<file path="src/rtl/redirect_ctrl_if.sv">
// Redirect controller bus: event inputs from stage 2 / CSR unit and the
// redirect handshake toward fetch.
interface redirect_ctrl_if;
  logic        br_taken_c;
  logic [31:0] br_target_i;
  logic        stall_i;
  logic        mret_i;
  logic [31:0] epc_i;
  logic        trap_req_i;
  logic [31:0] trap_vec_i;
  logic        fetch_ready_i;
  logic        redirect_valid_o;
  logic [31:0] redirect_pc_o;
  logic [1:0]  redirect_src_o;
  logic        flush_fd_o;
  logic        trap_ack_o;
  logic        busy_o;

  modport slave (
    input  br_taken_c, br_target_i, stall_i, mret_i, epc_i,
    input  trap_req_i, trap_vec_i, fetch_ready_i,
    output redirect_valid_o, redirect_pc_o, redirect_src_o,
    output flush_fd_o, trap_ack_o, busy_o
  );

  modport master (
    output br_taken_c, br_target_i, stall_i, mret_i, epc_i,
    output trap_req_i, trap_vec_i, fetch_ready_i,
    input  redirect_valid_o, redirect_pc_o, redirect_src_o,
    input  flush_fd_o, trap_ack_o, busy_o
  );
endinterface

</file>
<file path="src/rtl/redirect_ctrl.sv">
// PC redirect sequencer: arbitrates trap/mret/branch redirects, holds one
// registered redirect until fetch accepts it, then flushes fetch/decode.
module redirect_ctrl #(
  parameter int unsigned FLUSH_CYCLES = 1
) (
  input logic            clk,
  input logic            rst,
  redirect_ctrl_if.slave bus
);

  typedef enum logic [1:0] {
    ST_IDLE  = 2'd0,
    ST_REDIR = 2'd1,
    ST_FLUSH = 2'd2
  } state_t;

  localparam logic [1:0] SRC_NONE = 2'b00;
  localparam logic [1:0] SRC_BR   = 2'b01;
  localparam logic [1:0] SRC_MRET = 2'b10;
  localparam logic [1:0] SRC_TRAP = 2'b11;
  localparam logic [1:0] CNT_INIT = 2'(FLUSH_CYCLES - 32'd1);

  function automatic logic [31:0] align_pc(input logic [31:0] pc);
    return {pc[31:1], 1'b0};
  endfunction

  state_t      state_r, state_s;
  logic [31:0] pc_r, pc_s;
  logic [1:0]  src_r, src_s;
  logic [1:0]  cnt_r, cnt_s;
  logic        ack_s;

  logic        trap_ev_s, mret_ev_s, br_ev_s;
  logic        win_valid_s;
  logic [31:0] win_pc_s;
  logic [1:0]  win_src_s;

  assign trap_ev_s = bus.trap_req_i;
  assign mret_ev_s = bus.mret_i & ~bus.stall_i;
  assign br_ev_s   = bus.br_taken_c & ~bus.stall_i;

  // Fixed-priority pick among simultaneous events; losers are dropped.
  always_comb begin
    win_valid_s = 1'b0;
    win_pc_s    = 32'd0;
    win_src_s   = SRC_NONE;
    if (trap_ev_s) begin
      win_valid_s = 1'b1;
      win_pc_s    = align_pc(bus.trap_vec_i);
      win_src_s   = SRC_TRAP;
    end else if (mret_ev_s) begin
      win_valid_s = 1'b1;
      win_pc_s    = align_pc(bus.epc_i);
      win_src_s   = SRC_MRET;
    end else if (br_ev_s) begin
      win_valid_s = 1'b1;
      win_pc_s    = align_pc(bus.br_target_i);
      win_src_s   = SRC_BR;
    end else begin
      win_valid_s = 1'b0;
    end
  end

  // Next-state logic for the redirect FSM.
  always_comb begin
    state_s = state_r;
    pc_s    = pc_r;
    src_s   = src_r;
    cnt_s   = cnt_r;
    ack_s   = 1'b0;
    case (state_r)
      ST_IDLE: begin
        if (win_valid_s) begin
          pc_s    = win_pc_s;
          src_s   = win_src_s;
          ack_s   = trap_ev_s;
          state_s = ST_REDIR;
        end else begin
          state_s = ST_IDLE;
        end
      end
      ST_REDIR: begin
        // A trap replacing a non-trap redirect voids any same-cycle handshake.
        if (trap_ev_s && (src_r != SRC_TRAP)) begin
          pc_s    = align_pc(bus.trap_vec_i);
          src_s   = SRC_TRAP;
          ack_s   = 1'b1;
          state_s = ST_REDIR;
        end else if (bus.fetch_ready_i) begin
          if (FLUSH_CYCLES == 32'd1) begin
            state_s = ST_IDLE;
          end else begin
            cnt_s   = CNT_INIT;
            state_s = ST_FLUSH;
          end
        end else begin
          state_s = ST_REDIR;
        end
      end
      ST_FLUSH: begin
        // cnt_r holds the number of FLUSH cycles still to be spent, this one included.
        if (trap_ev_s) begin
          pc_s    = align_pc(bus.trap_vec_i);
          src_s   = SRC_TRAP;
          ack_s   = 1'b1;
          state_s = ST_REDIR;
        end else if (cnt_r <= 2'd1) begin
          cnt_s   = 2'd0;
          state_s = ST_IDLE;
        end else begin
          cnt_s   = cnt_r - 2'd1;
          state_s = ST_FLUSH;
        end
      end
      default: begin
        state_s = ST_IDLE;
      end
    endcase
  end

  // State and redirect registers with synchronous reset.
  always_ff @(posedge clk) begin
    if (rst) begin
      state_r <= ST_IDLE;
      pc_r    <= 32'd0;
      src_r   <= SRC_NONE;
      cnt_r   <= 2'd0;
    end else begin
      state_r <= state_s;
      pc_r    <= pc_s;
      src_r   <= src_s;
      cnt_r   <= cnt_s;
    end
  end

  assign bus.redirect_valid_o = (state_r == ST_REDIR);
  assign bus.redirect_pc_o    = (state_r == ST_REDIR) ? pc_r : 32'd0;
  assign bus.redirect_src_o   = (state_r == ST_REDIR) ? src_r : SRC_NONE;
  assign bus.flush_fd_o       = (state_r == ST_REDIR) || (state_r == ST_FLUSH);
  assign bus.busy_o           = (state_r != ST_IDLE);
  assign bus.trap_ack_o       = ack_s & ~rst;

endmodule

</file>
<file path="src/flat_wrapper.sv">
// flat-port wrapper written by rule: the top's interface ports become plain ports
module redirect_ctrl_flat 
#(
  parameter int unsigned FLUSH_CYCLES = 1
)
  (clk, rst, bus_br_taken_c, bus_br_target_i, bus_stall_i, bus_mret_i, bus_epc_i, bus_trap_req_i, bus_trap_vec_i, bus_fetch_ready_i, bus_redirect_valid_o, bus_redirect_pc_o, bus_redirect_src_o, bus_flush_fd_o, bus_trap_ack_o, bus_busy_o);
  redirect_ctrl_if bus_i ();
  input logic clk;
  input logic rst;
  input wire logic [$bits(bus_i.br_taken_c)-1:0] bus_br_taken_c;
  input wire logic [$bits(bus_i.br_target_i)-1:0] bus_br_target_i;
  input wire logic [$bits(bus_i.stall_i)-1:0] bus_stall_i;
  input wire logic [$bits(bus_i.mret_i)-1:0] bus_mret_i;
  input wire logic [$bits(bus_i.epc_i)-1:0] bus_epc_i;
  input wire logic [$bits(bus_i.trap_req_i)-1:0] bus_trap_req_i;
  input wire logic [$bits(bus_i.trap_vec_i)-1:0] bus_trap_vec_i;
  input wire logic [$bits(bus_i.fetch_ready_i)-1:0] bus_fetch_ready_i;
  output wire logic [$bits(bus_i.redirect_valid_o)-1:0] bus_redirect_valid_o;
  output wire logic [$bits(bus_i.redirect_pc_o)-1:0] bus_redirect_pc_o;
  output wire logic [$bits(bus_i.redirect_src_o)-1:0] bus_redirect_src_o;
  output wire logic [$bits(bus_i.flush_fd_o)-1:0] bus_flush_fd_o;
  output wire logic [$bits(bus_i.trap_ack_o)-1:0] bus_trap_ack_o;
  output wire logic [$bits(bus_i.busy_o)-1:0] bus_busy_o;
  assign bus_i.br_taken_c = bus_br_taken_c;
  assign bus_i.br_target_i = bus_br_target_i;
  assign bus_i.stall_i = bus_stall_i;
  assign bus_i.mret_i = bus_mret_i;
  assign bus_i.epc_i = bus_epc_i;
  assign bus_i.trap_req_i = bus_trap_req_i;
  assign bus_i.trap_vec_i = bus_trap_vec_i;
  assign bus_i.fetch_ready_i = bus_fetch_ready_i;
  assign bus_redirect_valid_o = bus_i.redirect_valid_o;
  assign bus_redirect_pc_o = bus_i.redirect_pc_o;
  assign bus_redirect_src_o = bus_i.redirect_src_o;
  assign bus_flush_fd_o = bus_i.flush_fd_o;
  assign bus_trap_ack_o = bus_i.trap_ack_o;
  assign bus_busy_o = bus_i.busy_o;
  redirect_ctrl #(.FLUSH_CYCLES(FLUSH_CYCLES)) u_core (.clk(clk), .rst(rst), .bus(bus_i));
endmodule
</file>
<file path="config.mk">
export PLATFORM = sky130hd
export DESIGN_NAME = redirect_ctrl_flat
export DESIGN_NICKNAME = d
export VERILOG_FILES = /design/src/rtl/redirect_ctrl_if.sv /design/src/rtl/redirect_ctrl.sv /design/src/flat_wrapper.sv
export SDC_FILE = /design/constraint.sdc
export NUM_CORES = 1
export LEC_CHECK = 0
export ABC_AREA = 1
export ABC_CLOCK_PERIOD_IN_PS = 2300
export BUFFER_PORTS_ARGS = -buffer_cell sky130_fd_sc_hd__buf_2
export CAP_MARGIN = 20
export CORE_UTILIZATION = 45
export DETAILED_ROUTE_END_ITERATION = 8
export GPL_TIMING_DRIVEN = 0
export PLACE_DENSITY = 0.85
export SLEW_MARGIN = 20
export SYNTH_ARGS = -nofsm -noshare
export SYNTH_HDL_FRONTEND = slang
export SYNTH_SLANG_ARGS = --single-unit
</file>
<file path="constraint.sdc">
create_clock -name clk -period 2.3 [get_ports clk]
set_clock_uncertainty 0.1 [all_clocks]
set_input_delay 0.115 -clock clk [delete_from_list [all_inputs] [get_ports clk]]
set_output_delay 0.115 -clock clk [all_outputs]
set_load 0.02 [all_outputs]
</file>
==> summary.txt, run 1 <==
Synth
  • Synth cell count leaders: nand2_1, inv_1, nor2_1
  • Syn Std Cell Area: 2882 sq um
  • Synth top area cells: nand2_1, dfxtp_1, nand3_1
  • Synth Net Count: 639
  • Post-synth EDFFs: 0
  • Library cells used by synthesis: 24
  • Avg Cell Area, Syn: between 5 and 6 sq um
  • Synth Instances: 532
  • Largest area contributor in the netlist: nand2_1
  • Async set or reset register ratio after synthesis: 0
  • Seq/Total Area, Yosys: 0.2571
  • Post-synth top flop: dfxtp_1
  • Synth Warn #: 0
  • Synth top area share: 0.2592
  • Count leader, synth: nand2_1
  • Flops & latches, synth: 37

Timing
  • Pins Over Slew Limit: 0
  • Final min period: 2.043 ns
  • Worst hold slack: 0.04183 ns
  • Fin. Hold Viols: 0
  • Period utilization: 0.8884
  • Fmax: 0.4894 GHz
  • Fin Setup TNS: 0 ns
  • Final setup vio count: 0
  • RSZ-0062 raised after global routing: false

CTS
  • Post-cts resize count: 0
  • CTS buffer count: 5
  • Cts hold-fix bufs: 0
  • Clk buf depth: 2
  • # H-tree levels: 2
  • Clock latency on the worst-skew pair: 0.29 ns
  • Number of clock sinks: 37
  • Clk slew on worst S/H paths: 0.07 ns
  • CTS root buf: clkbuf_8
  • Postcts setup bufs: 0
  • CTS tree: built

Place
  • Number of port buffers: approximately 140
  • Placed insts: 742
  • GP Congestion: 0.8799
  • DP Wirelength: between 6 and 7 mm

Run status
  • Status: finished, final reports clean

Global routing
  • Grt ovf: 0
  • Number of global-route vias before repair: 2803
  • Antenna violations before repair: 0
  • Largest net degree at the start of global routing: 13
  • First-pass GRT wire length: 12.63 mm
  • Gr usage total: 0.2427

Drt
  • Drc violations: 0
  • Drt wl/cell: 10.77 um
  • Vias: 3392
  • Antenna Nets Post-Route: 0
  • Via-to-Cell Ratio: 4.523
  • Final wirelength: around 8.1 mm
  • Drt first pass iters: 5
  • DR iter-0 viols: 222

Setup path
  • Critical Path End Type: primary output
  • Crit Path Class: flip-flop to primary output
  • Crit path max fanout: 10
  • CP Launch Type: flip-flop
  • WP data required: between 2 and 2.5 ns
  • Data arrival, critical path: around 1.8 ns

Final layout
  • Register area: 740.7 sq um
  • Area delta synth->final: 30.87%
  • Antenna Cells: 0
  • Share of cells above drive strength 1: 0.2874
  • Post-Layout Cell Count: 750
  • # fillers: 614
  • Multi-input gate area: 1699 sq um
  • Nets: 781
  • Post-layout util: 0.6222

Die
  • Die Height: 82.02 um
  • Core box area: a little over 6000 sq um
  • Die ar.: 6727 sq um
  • Number of cell rows: 28
  • Initial core utilization: 0.4754
  • Die Wd: ~82 um
  • IO Pins: 141

Power and ir drop
  • Pleak: 0.002508 uW
  • Peak VDD IR: roughly 0.36 mV
  • PwrDens: 541.2 nW/um^2

Job
  • Max-Cap Viols: 0

Hold path
  • Worst min path class: primary input to flip-flop
==> worst max-delay path, cell delays in order, from the launching register on <==
cell	delay, ns
dfxtp_1	0.34
inv_1	0.08
ha_1	0.17
buf_2	0.21
buf_1	0.39
nand2_1	0.11
inv_1	0.08
buf_2	0.16
==> logic make-up after synthesis <==
family          synth area share
fa+ha+maj                0.01737
simple gates              0.5523
flops                     0.2571
buf+inv                   0.1533
compound gates           0.01867
other cells             0.001301
==> layout make-up <==
type,count,area share
tap,75,0.02488
clock buffer,6,0.02190
multi-input combinational,386,0.4506
buffer,33,0.04147
inverter,76,0.07565
clock inverter,2,0.009954
sequential,37,0.1964
timing repair buffer,135,0.1792
==> sequential cells by signal, indices dropped and copies added (netlist names) <==
register        cells
u_core.cnt_r        2
u_core.pc_r        31
u_core.src_r        2
u_core.state_r      2
==> worst paths after layout <==
| check | start | endpoint | slack (ns) | depth (start not counted) |
|---|---|---|---|---|
| worst max-delay path | u_core.state_r[1]$_SDFF_PP0_ | bus_redirect_pc_o[5] | 0.26 | 7 |
| worst min-delay path | bus_fetch_ready_i | u_core.state_r[0]$_SDFF_PP0_ | 0.04 | 4 |
| worst max register to register | u_core.state_r[0]$_SDFF_PP0_ | u_core.pc_r[25]$_SDFFE_PP0P_ | 0.26 | 11 |
| worst min register to register | u_core.cnt_r[0]$_SDFFE_PP0P_ | u_core.cnt_r[0]$_SDFFE_PP0P_ | 0.38 | 2 |
==> layout by cell type (no fill, tap or decap) <==
master and instances:
inv_2 2, dfxtp_1 37, ha_1 4, a31oi_1 1
buf_4 7, buf_1 6, clkinv_1 1, or2_2 31
bufinv_16 1, nor2_8 1, clkinvlp_4 1, nand2_2 2
nand4_1 1, clkbuf_8 6, nor2_2 2, nand3b_1 1
o21ai_0 5, nand3_1 65, clkbuf_1 15, a21oi_1 3
inv_1 73, o211ai_1 1, nand2_1 199, buf_2 140
conb_1 1, nand2_4 1, nor2_1 68
==> layer usage <==
| layer | vias to the layer above | global-route usage | wire length (um) |
|---|---|---|---|
| li1 | 1858 | - | - |
| met1 | 1427 | 0.3458 | 3980 |
| met2 | 99 | 0.3934 | 3760 |
| met3 | 8 | 0.01556 | 275 |
| met4 | 0 | 0.06140 | 60 |
| met5 | - | 0 | 0 |
==> power by group <==
part           switching (uW)  leakage (uW)  total, uW  internal [uW]
sequential               40.6      0.000308        758            717
clock                     231     0.0000574        583            352
combinational             424       0.00214        700            277
total                     695       0.00251       2040           1350
==> stage by stage <==
stage               total power [uW]  setup WS [ns]  area, sq um
floorplan                       1236         0.5380         2882
global placement                1447         0.3307         3651
detailed placement              1465         0.2897         3651
CTS                             2046         0.2547         3771
global route                    2182        0.08678         3771
finish                          2041         0.2566         3771
No activity file was read; power rests on OpenSTA's default activity.
==> inputs of run 2 (changes only) <==
CORE_UTILIZATION = 47   (was 45)
PLACE_DENSITY = 0.88   (was 0.85)
==> run 2 against run 1 <==
- via count grew 2.9%
- sequential share of layout area is 0.18 points higher
- die area down 4.2%
==> summary.txt, run 2 (synthesis gave the netlist of run 1 again) <==
Place
  • Number of port buffers: approximately 140
  • Dpl ws: 0.3003 ns
  • GP Congestion: 0.9016
  • DP Wirelength: 6.845 mm

Power and ir drop
  • Peak VDD IR: 0.3228 mV
  • Power share of the combinational group: 0.369
  • Reg power frac: 0.399
  • PwrDens: 507.5 nW/um^2
  • Pleak: 0.002494 uW
  • Net Sw Frac: 0.3661
  • Clock share of power: 0.232
  • P_sw: 694.3 uW
  • Internal power: 1202 uW

Timing
  • Fin Setup TNS: 0 ns
  • Worst hold slack: approximately 0.038 ns
  • Period utilization: 0.8854
  • Worst setup margin: 0.2636 ns
  • Fin. Hold Viols: 0
  • Fmax: 0.4911 GHz
  • RSZ-0062 raised after global routing: false
  • Final setup vio count: 0
  • Pins Over Slew Limit: 0
  • Final min period: 2.036 ns

CTS
  • Cts hold-fix bufs: 0
  • Number of clock sinks: 37
  • Clk slew on worst S/H paths: around 0.08 ns
  • CTS root buf: clkbuf_8
  • CTS buffer count: 5
  • Clk buf depth: 2
  • Postcts setup bufs: 0
  • CTS tree: built
  • Clock latency on the worst-skew pair: 0.29 ns
  • # H-tree levels: 2
  • Post-cts resize count: 0

Setup path
  • Crit Path Class: flip-flop to primary output
  • WP data required: 2.09 ns
  • Crit-path slowest cell: buf_1
  • Worst-path cell chain: inv_1 > ha_1 > buf_2 > buf_1 > nand2_1 > inv_1 > buf_2
  • CP Launch Type: flip-flop
  • Delay of the slowest cell on the worst path: around 0.37 ns
  • Critical Path End Type: primary output
  • Data arrival, critical path: 1.82 ns
  • R2R Setup Slk: 0.28 ns
  • Crit path max fanout: 10

Drt
  • Via-to-Cell Ratio: about 4.7
  • Vias: 3489
  • Final wirelength: 8.233 mm
  • DR WL met2: 3.669 mm
  • Drt first pass iters: 5
  • Drt wl/cell: 10.98 um
  • Met3 Wirelength: 426 um
  • Drc violations: 0
  • M1 wire length: 3.858 mm
  • Top layer reached by signal wires: met4
  • Antenna Nets Post-Route: 0
  • DR iter-0 viols: 214

Global routing
  • Grt ovf: 0
  • Antenna violations before repair: 0
  • Gr usage total: 0.2616
  • First-pass GRT wire length: 13.32 mm
  • Number of global-route vias before repair: 3061
  • Largest net degree at the start of global routing: 13

Final layout
  • # fillers: 590
  • Share of cells above drive strength 1: 0.2874
  • Area delta synth->final: 29.70%
  • Most common cell after layout, fill and taps aside: nand2_1
  • Nets: 781
  • Biggest register: u_core.pc_r
  • Most frequent cells in the layout: nand2_1, buf_2, inv_1, nor2_1, nand3_1
  • Largest register FFs: 31
  • Antenna Cells: 0

Job
  • Max-Cap Viols: 0

Hold path
  • Worst min path class: primary input to flip-flop

Die
  • Initial core utilization: 0.4867
  • Die Wd: around 80 um
  • Core box area: slightly below 6000 sq um
  • Die Height: roughly 80 um
  • Die ar.: 6448 sq um
  • IO Pins: 141
  • Number of cell rows: 28

Run status
  • Status: finished, final reports clean
[run 2: cell types whose count changed in the layout (fill, tap and decap cells not counted), sizes merged]
cell    previous run  this run
clkinv             1         3
clkbuf            21        20
bufinv             1         0
[run 2: metrics by stage]
step	utilization	area (sq um)	total power (uW)	std cells
final	0.6312	3737	1897	750
after global routing	0.6312	3737	2039	750
after CTS	0.6312	3737	1902	750
after detailed placement	0.6167	3651	1464	742
after global placement	0.6167	3651	1442	742
after floorplan	-	2882	1236	532
[run 2: path summary, 6_finish.rpt]
check | from | to | cells after the start
min | bus_fetch_ready_i | u_core.state_r[0]$_SDFF_PP0_ | 4
max reg2reg | u_core.state_r[0]$_SDFF_PP0_ | u_core.pc_r[26]$_SDFFE_PP0P_ | 11
min reg2reg | u_core.cnt_r[0]$_SDFFE_PP0P_ | u_core.cnt_r[0]$_SDFFE_PP0P_ | 2
max | u_core.state_r[1]$_SDFF_PP0_ | bus_redirect_pc_o[6] | 7
[run 2: final cells by class]
| class | instances | area, sq um | share of cell area |
|---|---|---|---|
| plain buffers | 33 | 156.4 | 0.04185 |
| clock buffers | 5 | 68.82 | 0.01841 |
| clock inverters | 3 | 17.52 | 0.004687 |
| inverters | 76 | 285.3 | 0.07633 |
| multi-input cells | 386 | 1699 | 0.4546 |
| flip-flops and latches | 37 | 740.7 | 0.1982 |
| well taps | 75 | 93.84 | 0.02511 |
| repair buffers | 135 | 675.6 | 0.1808 |
[run 2: power by group through the flow]
stage	Combinational, uW	Clock (uW)	Sequential (uW)
4_1_cts	695	450	757
3_3_place_gp	675	0	767
3_5_place_dp	693	0	771
5_1_grt	793	479	767
2_1_floorplan	476	0	760
6_report	699	440	758
[run 2: critical path, delay by kind of cell, from the launching register on]
kind | cells | cell delay [ns]
adders and majority gates | 1 | 0.18
and+or+nand+nor | 1 | 0.12
DFF | 1 | 0.34
buffers and inverters | 5 | 0.88
[run 2: layer usage]
layer / vias up / track usage
met5: - / 0
met1: 1465 / 0.3567
li1: 1856 / -
met4: 0 / 0.1214
met2: 142 / 0.4068
met3: 26 / 0.03295
==> inputs of run 3 (changes only) <==
ABC_AREA = default   (was 1)
CORE_UTILIZATION = 49   (was 47)
PLACE_DENSITY = 0.89   (was 0.88)
==> run 3 against run 2 <==
- critical path depth unchanged
- global-route usage up 1.4 points
- maximum frequency down 1.7%
- synthesized area up 12%
- synthesized cell count down 35%
- largest power group unchanged
- sequential share of layout area down 1.7 points
- critical endpoint is now u_core.pc_r[29]$_SDFFE_PP0P_
- via count down 5.7%
- flip-flop and latch count unchanged
==> summary.txt, run 3 <==
Global routing
  • Gr usage total: 0.2755
  • Grt ovf: 0
  • Largest net degree at the start of global routing: 11
  • First-pass GRT wire length: 15.51 mm
  • Number of global-route vias before repair: 3240
  • Antenna violations before repair: 0

Power and ir drop
  • P_sw: about 650 uW
  • Clock share of power: 0.239
  • Pleak: 0.001932 uW
  • Internal power: 1290 uW
  • PwrDens: 474.0 nW/um^2
  • Reg power frac: 0.388
  • Power share of the combinational group: 0.373
  • Peak VDD IR: 0.2580 mV
  • Net Sw Frac: 0.3337

Synth
  • Count leader, synth: dfxtp_1
  • Syn Std Cell Area: 3222 sq um
  • Seq/Total Area, Yosys: 0.2299
  • Synth Instances: 344
  • Post-synth EDFFs: 0
  • Avg Cell Area, Syn: 9.366 sq um
  • Synth Warn #: 0
  • Library cells used by synthesis: 37
  • Synth top area share: 0.2299
  • Flops & latches, synth: 37
  • Post-synth top flop: dfxtp_1
  • Largest area contributor in the netlist: dfxtp_1
  • Synth cell count leaders: dfxtp_1, nand2b_1, and2_1, o21bai_1, and3b_1
  • Synth top area cells: dfxtp_1, and4bb_2, and3b_1
  • Async set or reset register ratio after synthesis: 0
  • Synth Net Count: approximately 450

Place
  • DP Wirelength: slightly above 7 mm
  • Post-DP Area: 3999 sq um
  • Number of port buffers: 136
  • GP Congestion: 0.9101

Die
  • Die ar.: between 6000 and 7000 sq um
  • IO Pins: 141
  • Die Wd: 83.09 um
  • Core box area: 6350 sq um
  • Initial core utilization: 0.5074
  • Die Height: between 80 and 90 um
  • Number of cell rows: 29

Final layout
  • Biggest register: u_core.pc_r
  • Area delta synth->final: 26.80%
  • Largest register FFs: 31
  • Multi-input gate area: 2142 sq um
  • Share of cells above drive strength 1: 0.4353
  • # fillers: 560
  • Register area: between 700 and 800 sq um
  • Antenna Cells: 0
  • Post-layout util: 0.6434
  • Final Cell Area: ~4000 sq um
  • Nets: 594
  • Most frequent cells in the layout: buf_2, dfxtp_1, nand2b_1, and2_1, o21bai_1
  • Most common cell after layout, fill and taps aside: buf_2

Setup path
  • Crit Path Class: flip-flop to flip-flop
  • WP data required: 2.35 ns
  • Crit path max fanout: 10
  • Data arrival, critical path: 2.12 ns
  • Critical Path End Type: flip-flop
  • CP Launch Type: flip-flop

CTS
  • # H-tree levels: 2
  • Number of clock sinks: 37
  • Clk buf depth: 2
  • Cts hold-fix bufs: 0
  • Clk slew on worst S/H paths: 0.07 ns
  • CTS tree: built
  • Postcts setup bufs: 0
  • CTS root buf: clkbuf_8
  • Clock latency on the worst-skew pair: 0.28 ns
  • CTS buffer count: 5
  • Post-cts resize count: 0

Drt
  • Drt first pass iters: 4
  • Final wirelength: 9.694 mm
  • Drt wl/cell: about 17 um
  • Drc violations: 0
  • Antenna Nets Post-Route: 0
  • Via-to-Cell Ratio: 5.833
  • Vias: ~3300
  • DR iter-0 viols: about 160

Job
  • Max-Cap Viols: 0

Timing
  • Final setup vio count: 0
  • Pins Over Slew Limit: 0
  • Final min period: a little over 2 ns
  • Period utilization: 0.9004
  • Slew at the pin with the worst max-slew slack: 0.5285 ns
  • RSZ-0062 raised after global routing: false
  • Slew headroom: 0.6477
  • Fin Setup TNS: 0 ns
  • Fin. Hold Viols: 0
  • Fmax: 0.4829 GHz

Hold path
  • Worst min path class: primary input to flip-flop

Run status
  • Status: finished, final reports clean
## run 3: cell types whose count changed in the layout (fill, tap and decap cells not counted), sizes merged, moves of 33 or more
cell / delta
o21bai: +34
nand2b: +36
nand3: -64
inv: -70
nor2: -69
nand2: -201
and2: +33
## run 3: metal layers
layer	vias up	share of wire	track usage
li1	1583	-	-
met2	142	0.51	0.4829
met4	0	0.019	0.08934
met5	-	0	0
met1	1551	0.42	0.3478
met3	14	0.055	0.03678
## run 3: cells by family (layout without fill, tap and decap cells)
group | count (synthesis) | in the layout | share of synthesized area
buffers and inverters | 52 | 195 | 0.1052
adder cells (fa/ha/maj) | 4 | 4 | 0.01553
multiplexers | 2 | 2 | 0.006214
other | 1 | 1 | 0.001164
flip-flops | 37 | 37 | 0.2299
AO/OA/AOI/OAI | 106 | 106 | 0.2870
AND/OR/NAND/NOR | 142 | 142 | 0.3550
## run 3: cell type report
class	count	area share
plain buffers	47	0.07841
multi-input cells	255	0.5243
clock buffers	7	0.02113
flip-flops and latches	37	0.1813
well taps	77	0.02358
repair buffers	136	0.1666
inverters	5	0.004594
## run 3: final timing paths
path,endpoint,slack (ns),cells past startpoint,start
max reg2reg,u_core.pc_r[29]$_SDFFE_PP0P_,0.23,7,u_core.state_r[0]$_SDFF_PP0_
max,u_core.pc_r[29]$_SDFFE_PP0P_,0.23,7,u_core.state_r[0]$_SDFF_PP0_
min reg2reg,u_core.cnt_r[1]$_SDFFE_PP0P_,0.37,2,u_core.cnt_r[1]$_SDFFE_PP0P_
min,u_core.state_r[0]$_SDFF_PP0_,0.05,3,bus_fetch_ready_i
## run 3: worst max-delay path, cell delays in order (launching register included)
cell and delay (ns):
dfxtp_1 0.37, inv_1 0.07, ha_1 0.40, or2_1 0.25
buf_2 0.16, buf_6 0.15, o31ai_1 0.32, o32ai_1 0.11
## run 3: metrics by stage
step | total power [uW] | setup slack, ns | instances | hold WS [ns]
finish | 1936 | 0.2291 | 564 | 0.04624
global route | 2032 | 0.1402 | 564 | 0.06497
CTS | 1937 | 0.2518 | 564 | 0.03870
detailed placement | 1485 | 0.2661 | 557 | 0.3347
global placement | 1458 | 0.3100 | 557 | 0.3265
floorplan | 1243 | 0.4016 | 344 | 0.2158
## run 3: power groups by stage
stage / Clock, uW / Combinational, uW / Sequential, uW
after floorplan: 0 / 492 / 751
after global placement: 0 / 695 / 763
after detailed placement: 0 / 721 / 765
after CTS: 465 / 721 / 750
after global routing: 497 / 778 / 757
final: 462 / 723 / 751
